`config.mk`:
```
export PLATFORM = sky130hd
export DESIGN_NAME = keypad_key_capture
export DESIGN_NICKNAME = d
export VERILOG_FILES = /design/src/rtl/keypad_key_capture.sv
export SDC_FILE = /design/constraint.sdc
export NUM_CORES = 1
export LEC_CHECK = 0
export BUFFER_PORTS_ARGS = -buffer_cell sky130_fd_sc_hd__buf_4
export CORE_ASPECT_RATIO = 0.6
export CORE_MARGIN = 8
export CORE_UTILIZATION = 40
export DETAILED_ROUTE_END_ITERATION = 10
export GPL_TIMING_DRIVEN = 0
export HOLD_SLACK_MARGIN = 0.15
export SLEW_MARGIN = 10
export SYNTH_ARGS = -nofsm -noshare
export SYNTH_HDL_FRONTEND = slang
export SYNTH_SLANG_ARGS = --single-unit
```
`constraint.sdc`:
```
create_clock -name clk -period 4.2 [get_ports clk]
set_clock_uncertainty 0.15 [all_clocks]
set_input_delay 0.42 -clock clk [delete_from_list [all_inputs] [get_ports clk]]
set_output_delay 0.42 -clock clk [all_outputs]
set_load 0.01 [all_outputs]
```
`src/rtl/keypad_key_capture.sv`:
```
// Keypad key capture: synchronizes the scanner result, debounces press and release,
// freezes row scanning while a key is down and keeps a two-digit key history.
module keypad_key_capture #(
  parameter int unsigned DEBOUNCE_CYCLES = 120000,
  parameter int unsigned RELEASE_CYCLES  = 120000,
  parameter int unsigned CNT_W           = 17
) (
  input  logic       clk,
  input  logic       reset,
  input  logic       pressed,
  input  logic [3:0] key,
  output logic       scan_hold,
  output logic       key_valid,
  output logic [3:0] key_code,
  output logic [3:0] digit_new,
  output logic [3:0] digit_old
);

  localparam logic [CNT_W-1:0] DebLast = CNT_W'(DEBOUNCE_CYCLES - 1);
  localparam logic [CNT_W-1:0] RelLast = CNT_W'(RELEASE_CYCLES - 1);

  typedef enum logic [1:0] {StIdle, StDebounce, StHeld, StRelease} state_e;

  state_e           state_q, state_d;
  logic [CNT_W-1:0] cnt_q, cnt_d;
  logic [3:0]       cand_q, cand_d;
  logic             accept;

  logic       pressed_meta, pressed_s;
  logic [3:0] key_meta, key_s;

  logic       key_valid_q;
  logic [3:0] key_code_q, digit_new_q, digit_old_q;

  // Two-flop synchronizer; the scanner runs asynchronously to clk.
  always_ff @(posedge clk or negedge reset) begin
    if (!reset) begin
      pressed_meta <= 1'b0;
      pressed_s    <= 1'b0;
      key_meta     <= 4'h0;
      key_s        <= 4'h0;
    end else begin
      pressed_meta <= pressed;
      pressed_s    <= pressed_meta;
      key_meta     <= key;
      key_s        <= key_meta;
    end
  end

  always_ff @(posedge clk or negedge reset) begin
    if (!reset) begin
      state_q     <= StIdle;
      cnt_q       <= '0;
      cand_q      <= 4'h0;
      key_valid_q <= 1'b0;
      key_code_q  <= 4'h0;
      digit_new_q <= 4'h0;
      digit_old_q <= 4'h0;
    end else begin
      state_q     <= state_d;
      cnt_q       <= cnt_d;
      cand_q      <= cand_d;
      key_valid_q <= accept;
      if (accept) begin
        key_code_q  <= cand_q;
        digit_new_q <= cand_q;
        digit_old_q <= digit_new_q;
      end
    end
  end

  always_comb begin
    state_d = state_q;
    cnt_d   = cnt_q;
    cand_d  = cand_q;
    accept  = 1'b0;
    unique case (state_q)
      StIdle: begin
        if (pressed_s) begin
          cand_d  = key_s;
          cnt_d   = '0;
          state_d = StDebounce;
        end
      end
      StDebounce: begin
        if (!pressed_s) begin
          state_d = StIdle;
        end else if (key_s != cand_q) begin
          cand_d = key_s;
          cnt_d  = '0;
        end else if (cnt_q == DebLast) begin
          accept  = 1'b1;
          state_d = StHeld;
        end else begin
          cnt_d = cnt_q + 1'b1;
        end
      end
      StHeld: begin
        // Key changes are ignored here: a second key while one is held is never reported.
        if (!pressed_s) begin
          cnt_d   = '0;
          state_d = StRelease;
        end
      end
      StRelease: begin
        if (pressed_s) begin
          state_d = StHeld;
        end else if (cnt_q == RelLast) begin
          state_d = StIdle;
        end else begin
          cnt_d = cnt_q + 1'b1;
        end
      end
      default: state_d = StIdle;
    endcase
  end

  assign scan_hold = (state_q != StIdle);
  assign key_valid = key_valid_q;
  assign key_code  = key_code_q;
  assign digit_new = digit_new_q;
  assign digit_old = digit_old_q;

endmodule
```
==> results of run 1 <==
-- cells in the final DEF (no fill, tap or decap), types with 3 or more instances in the layout --
master,Yosys,final
mux2_4,8,8
xor2_1,11,11
nand4_1,3,3
dfrtp_1,42,42
nor4_1,3,3
nand2_1,19,19
a211oi_1,4,4
xnor2_1,6,6
dlygate4sd3_1,0,6
buf_4,4,24
nand3_1,9,9
o21ai_0,3,3
nor2_1,16,16
clkbuf_8,0,6
-- metal layers --
| layer | up-vias | track usage |
|---|---|---|
| met5 | - | 0 |
| met4 | 0 | 0.05903 |
| met3 | 8 | 0.03061 |
| met2 | 19 | 0.1598 |
| met1 | 575 | 0.1419 |
| li1 | 609 | - |
-- stage by stage --
step | cells | hold WS (ns) | total power, mW
floorplan | 159 | -0.02559 | 0.4492
global placement | 242 | 0.1831 | 0.4677
detailed placement | 242 | 0.1879 | 0.4698
CTS | 256 | 0.2060 | 0.7426
global route | 256 | 0.2147 | 0.7640
finish | 256 | 0.2030 | 0.7317
-- worst register-to-register path, cell delays in order, from the launching register on --
cell     delay [ns]
dfrtp_1        0.43
or4b_4         0.57
nor3_4         0.37
and4_1         0.31
and2_4         0.17
buf_12         0.13
mux2_4         0.30
-- report_power, final --
| group | internal, mW | switching, mW |
|---|---|---|
| Sequential | 0.415 | 0.00935 |
| Combinational | 0.0173 | 0.0240 |
| Clock | 0.132 | 0.135 |
| Total | 0.564 | 0.168 |
-- final timing paths --
| check | start | to | slack (ns) | cells past startpoint |
|---|---|---|---|---|
| hold / removal | key_meta[2] | key_s[2] | 0.20 | 0 |
| max in group asynchronous | reset | cnt_q[8] | 3.04 | 2 |
| setup reg to reg | cnt_q[6] | digit_old[3] | 1.66 | 6 |
| setup / recovery | cnt_q[6] | digit_old[3] | 1.66 | 6 |
| min in group asynchronous | reset | cnt_q[1] | 0.49 | 2 |
| hold reg to reg | key_meta[2] | key_s[2] | 0.20 | 0 |
-- kinds of logic after synthesis --
logic type               share of synthesized area
AND/OR/NAND/NOR                             0.1909
flip-flops                                  0.5645
XOR/XNOR                                   0.07997
AO/OA/AOI/OAI                              0.04973
multiplexers                               0.07527
buffers and inverters                      0.03293
adder cells (fa/ha/maj)                   0.006719
-- area by class of cell --
type                       instances  share of cell area
clock buffer                       6             0.03677
inverter                           1            0.001671
buffer                             7             0.02563
timing repair buffer              26             0.09359
tap                               63             0.03510
sequential                        42              0.4680
multi-input combinational        109              0.3337
clock inverter                     2            0.005571
-- sequential cells by signal, summed over array words and instances (netlist names), named ones only --
register,count
cnt_q,17
cand_q,4
digit_new,4
digit_old,4
key_meta,4
key_s,4
key_valid,1
pressed_meta,1
pressed_s,1
state_q,1
==> impl_metrics.env, run 1 <==
export IMPL_fillers=411
export IMPL_worst_pin_slew_ns=0.9811
export IMPL_p_per_area_nw_per_um2=325.8
export IMPL_regArea_um2=1051
export IMPL_dr_pass1_iters=4
export IMPL_cp_cell_sequence="or4b_4 > nor3_4 > and4_1 > and2_4 > buf_12 > mux2_4"
export IMPL_status="finished, final reports clean"
export IMPL_ios=21
export IMPL_min_path_type="reg -> reg"
export IMPL_multi_input_area_um2=749.5
export IMPL_cts_resized=0
export IMPL_yosysSeqAreaShare=0.5645
export IMPL_htreeDepth=2
export IMPL_cts_buffers=5
export IMPL_drtAntennaViolNets=0
export IMPL_port_buffer_count=20
export IMPL_finalHoldViolations=0
export IMPL_dpl_cell_area_um2=2091
export IMPL_crit_path_top_delay_cell="or4b_4"
export IMPL_relSlewSlack=0.3367
export IMPL_synthCells=159
export IMPL_cap_viol_max_count=0
export IMPL_grt_first_pass_wirelength_um=5975
export IMPL_fin_crit_ns=2.539
export IMPL_drt_met1_wl_um=1886
export IMPL_clk_latency_ns=0.29
export IMPL_drt_iter0_drc=72
export IMPL_gp_congestion=0.7410
export IMPL_crit_path_max_incr_delay_ns=0.57
export IMPL_async_flop_share=1.000
export IMPL_cts_setup_buffers=0
export IMPL_vias=1211
export IMPL_synth_cell_types=37
export IMPL_area_growth_pct=20.63
export IMPL_cts_tree="built"
export IMPL_fin_crit_sh=0.6046
export IMPL_grt_antenna_before_repair=0
export IMPL_yosys_area_top_type_share=0.5645
export IMPL_wl_met2_um=1528
export IMPL_ir_worst_vdd_mv=0.2300
export IMPL_synth_ff_type="dfrtp_1"
export IMPL_die_height_um=68.85
export IMPL_max_freq_mhz=393.8
export IMPL_initial_core_util=0.4122
export IMPL_first_global_vias=1179
export IMPL_synth_common_cells="dfrtp_1, nand2_1, nor2_1"
export IMPL_fin_nets=200
export IMPL_crit_type="reg -> reg"
export IMPL_num_rows=19
export IMPL_routed_via_density=4.730
export IMPL_drive_gt1_frac=0.2383
export IMPL_highest_layer="met4"
export IMPL_utilization=0.4972
export IMPL_leakagePower_nw=1.021
export IMPL_synth_warnings=0
export IMPL_cp_end_kind="flop"
export IMPL_dieWidth_um=104.1
export IMPL_syn_num_nets=167
export IMPL_finalSetupTns_ns=0
export IMPL_grt_total_usage=0.1076
export IMPL_synthTopCellsByArea="dfrtp_1, mux2_4, xor2_1, nand2_1, nor2_1"
export IMPL_cts_clk_slew_worst_paths_ns=0.08
export IMPL_dp_hpwl_um=2516
export IMPL_final_cell_area_um2=2246
export IMPL_cp_top_family="simple AND/OR/NAND/NOR gates"
export IMPL_cp_num_buf_inv=1
export IMPL_antennaDiodeCount=0
export IMPL_ys_ff_latch=42
export IMPL_rsz0062_at_grt="no"
export IMPL_synth_largest_area_cell="dfrtp_1"
export IMPL_wl_um=3610
export IMPL_dp_slack_ns=1.694
export IMPL_fin_ws_ns=1.661
export IMPL_dieArea_um2=7165
export IMPL_wire_per_inst_um=14.10
export IMPL_arrival_ns=2.57
export IMPL_core_um2=4517
export IMPL_cts_sinks=42
export IMPL_cp_start_kind="flop"
export IMPL_postSynthAreaPerCell_um2=11.71
export IMPL_wl_met3_um=124
export IMPL_drc=0
export IMPL_cts_root_buf="clkbuf_8"
export IMPL_setup_violations=0
export IMPL_yosysMostFrequentCell="dfrtp_1"
export IMPL_synth_edff_count=0
export IMPL_overflow=0
export IMPL_syn_cell_area_um2=1862
export IMPL_cp_required_ns=4.23
export IMPL_clockBufferDepth=2
export IMPL_grt_max_degree=43
export IMPL_drv_slew=0
export IMPL_holdBufCountCts=6
export IMPL_path_max_fanout=9
No activity file was read; power rests on OpenSTA's default activity.
==> run 2, diff against run 1 <==
--- a/config.mk
+++ b/config.mk
@@ -5,6 +5,7 @@
 export SDC_FILE = /design/constraint.sdc
 export NUM_CORES = 1
 export LEC_CHECK = 0
+export ABC_AREA = 1
 export BUFFER_PORTS_ARGS = -buffer_cell sky130_fd_sc_hd__buf_4
 export CORE_ASPECT_RATIO = 0.6
 export CORE_MARGIN = 8
==> constraint.sdc (replaced) <==
create_clock -name clk -period 2.5 [get_ports clk]
set_clock_uncertainty 0.15 [all_clocks]
set_input_delay 0.25 -clock clk [delete_from_list [all_inputs] [get_ports clk]]
set_output_delay 0.25 -clock clk [all_outputs]
set_load 0.01 [all_outputs]
==> impl_metrics.env, run 2 <==
export IMPL_status="finished, final reports clean"
export IMPL_leakagePower_nw=1.212
export IMPL_dp_hpwl_um=3258
export IMPL_dr_pass1_iters=4
export IMPL_path_max_fanout=10
export IMPL_final_cell_area_um2=2475
export IMPL_syn_cell_area_um2=2091
export IMPL_synthTopCellsByArea="dfrtp_1, nand2_1, nor2_1, inv_1, nor3_1"
export IMPL_arrival_ns=1.95
export IMPL_dp_cells=343
export IMPL_cts_root_buf="clkbuf_8"
export IMPL_vias=1691
export IMPL_synthCells=257
export IMPL_holdBufCountCts=6
export IMPL_die_height_um=72
export IMPL_drt_iter0_drc=110
export IMPL_core_um2=5055
export IMPL_intPower_mw=1.163
export IMPL_cts_resized=0
export IMPL_syn_num_nets=265
export IMPL_max_freq_mhz=523.5
export IMPL_area_growth_pct=18.37
export IMPL_p_per_area_nw_per_um2=740.5
export IMPL_async_flop_share=1.000
export IMPL_wl_met3_um=312
export IMPL_postSynthAreaPerCell_um2=8.135
export IMPL_cp_end_kind="flop"
export IMPL_synth_cell_types=31
export IMPL_grt_total_usage=0.1249
export IMPL_ios=21
export IMPL_cts_setup_buffers=0
export IMPL_ir_worst_vdd_mv=0.3471
export IMPL_setup_violations=0
export IMPL_clk_latency_ns=0.29
export IMPL_highest_layer="met4"
export IMPL_yosysSeqAreaShare=0.5027
export IMPL_clkPwrFrac=0.247
export IMPL_cap_viol_max_count=0
export IMPL_layout_commonest_cell="nand2_1"
export IMPL_wire_per_inst_um=12.31
export IMPL_worst_pin_slew_ns=0.5218
export IMPL_largest_reg_flops=17
export IMPL_cts_buffers=5
export IMPL_cts_sinks=42
export IMPL_fin_nets=298
export IMPL_port_buffer_count=20
export IMPL_cp_start_kind="flop"
export IMPL_htreeDepth=2
export IMPL_drive_gt1_frac=0.2027
export IMPL_cts_clk_slew_worst_paths_ns=0.08
export IMPL_power_frac_comb=0.302
export IMPL_drtAntennaViolNets=0
export IMPL_wl_met2_um=1604
export IMPL_first_global_vias=1563
export IMPL_ys_ff_latch=42
export IMPL_crit_type="reg -> reg"
export IMPL_grt_max_degree=43
export IMPL_rsz0062_at_grt="no"
export IMPL_synth_warnings=0
export IMPL_dpl_cell_area_um2=2323
export IMPL_final_cells=357
export IMPL_dieWidth_um=109.3
export IMPL_yosysMostFrequentCell="nand2_1"
export IMPL_power_switching_mw=0.6701
export IMPL_finalHoldViolations=0
export IMPL_gp_congestion=0.8644
export IMPL_overflow=0
export IMPL_antennaDiodeCount=0
export IMPL_yosys_area_top_type_share=0.5027
export IMPL_grt_first_pass_wirelength_um=7679
export IMPL_synth_common_cells="nand2_1, dfrtp_1, nor2_1"
export IMPL_clockBufferDepth=2
export IMPL_routed_via_density=4.737
export IMPL_drv_slew=0
export IMPL_initial_core_util=0.4136
export IMPL_relSlewSlack=0.6522
export IMPL_swShare=0.3656
export IMPL_power_frac_seq=0.451
export IMPL_fin_crit_ns=1.910
export IMPL_cp_required_ns=2.54
export IMPL_grt_antenna_before_repair=0
export IMPL_largest_register="cnt_q"
export IMPL_finalSetupTns_ns=0
export IMPL_synth_edff_count=0
export IMPL_drt_met1_wl_um=2421
export IMPL_fillers=507
export IMPL_wl_um=4395
export IMPL_dieArea_um2=7872
export IMPL_min_path_type="reg -> reg"
export IMPL_synth_ff_type="dfrtp_1"
export IMPL_drc=0
export IMPL_fin_crit_sh=0.7640
export IMPL_cts_tree="built"
export IMPL_layout_common_cells="nand2_1, dfrtp_1, nor2_1"
export IMPL_synth_largest_area_cell="dfrtp_1"
export IMPL_num_rows=20
-- run 2: cell count changes after synthesis, sizes merged, moves of 5 or more --
cell and delta:
mux2 -8, inv +30, xor2 -10, nor3 +8, xnor2 -5, nor2 +19
nand2 +67, o21ai +13
-- run 2: cell families (layout without fill, tap and decap cells) --
| family | after synthesis | in the layout | synth area share |
|---|---|---|---|
| and+or+nand+nor | 149 | 149 | 0.3238 |
| DFF | 42 | 42 | 0.5027 |
| buffers and inverters | 38 | 72 | 0.08738 |
| AOI/OAI and AO/OA | 25 | 25 | 0.07181 |
| xor gates and xnor gates | 2 | 2 | 0.008380 |
| adders and majority gates | 1 | 1 | 0.005983 |
-- run 2: area by class of cell --
cell class | count | area, µm² | share of cell area
Tap cell | 66 | 82.58 | 0.03337
Timing Repair Buffer | 26 | 210.2 | 0.08493
Inverter | 31 | 118.9 | 0.04803
Sequential cell | 42 | 1051 | 0.4247
Clock buffer | 7 | 86.33 | 0.03488
Buffer | 7 | 63.81 | 0.02578
Multi-Input combinational cell | 177 | 857.1 | 0.3463
Clock inverter | 1 | 5.005 | 0.002022
-- run 2: path summary, 6_finish.rpt --
kind	startpoint	end	slack, ns	cells after the start
max in group asynchronous	reset	cand_q[0]	1.52	2
worst max register to register	cnt_q[1]	digit_old[0]	0.59	9
worst max-delay path	cnt_q[1]	digit_old[0]	0.59	9
worst min-delay path	key_meta[1]	key_s[1]	0.20	0
min in group asynchronous	reset	pressed_meta	0.32	2
worst min register to register	key_meta[1]	key_s[1]	0.20	0
-- run 2: power groups by stage --
stage	registers, mW	clock network (mW)	logic, mW
final	0.826	0.453	0.554
after global routing	0.840	0.500	0.633
after CTS	0.825	0.472	0.560
after detailed placement	0.839	0	0.547
after global placement	0.838	0	0.535
after floorplan	0.824	0	0.401
-- run 2: metrics by stage --
stage / util / setup WS (ns) / hold slack (ns) / power (mW)
floorplan: - / 0.8754 / -0.1956 / 1.225
global route: 0.4896 / 0.4323 / 0.2053 / 1.974
detailed placement: 0.4597 / 0.6159 / 0.1248 / 1.386
global placement: 0.4597 / 0.6389 / 0.1304 / 1.373
finish: 0.4896 / 0.5899 / 0.2006 / 1.833
CTS: 0.4896 / 0.5911 / 0.2038 / 1.857
-- run 2: worst max-delay path: stages (launching register included) --
cell and delay [ns]:
dfrtp_1 0.38, ha_1 0.22, nand3_2 0.13, nor2_4 0.19, nand4_4 0.18, nor2_2 0.13, nand3_2 0.13, buf_6 0.19
nand2_1 0.06, nand2_1 0.05
-- run 2: layer usage --
| layer | up-vias | global-route usage |
|---|---|---|
| met2 | 40 | 0.1605 |
| met4 | 0 | 0.04018 |
| met1 | 779 | 0.1901 |
| met3 | 5 | 0.03625 |
| met5 | - | 0 |
| li1 | 867 | - |
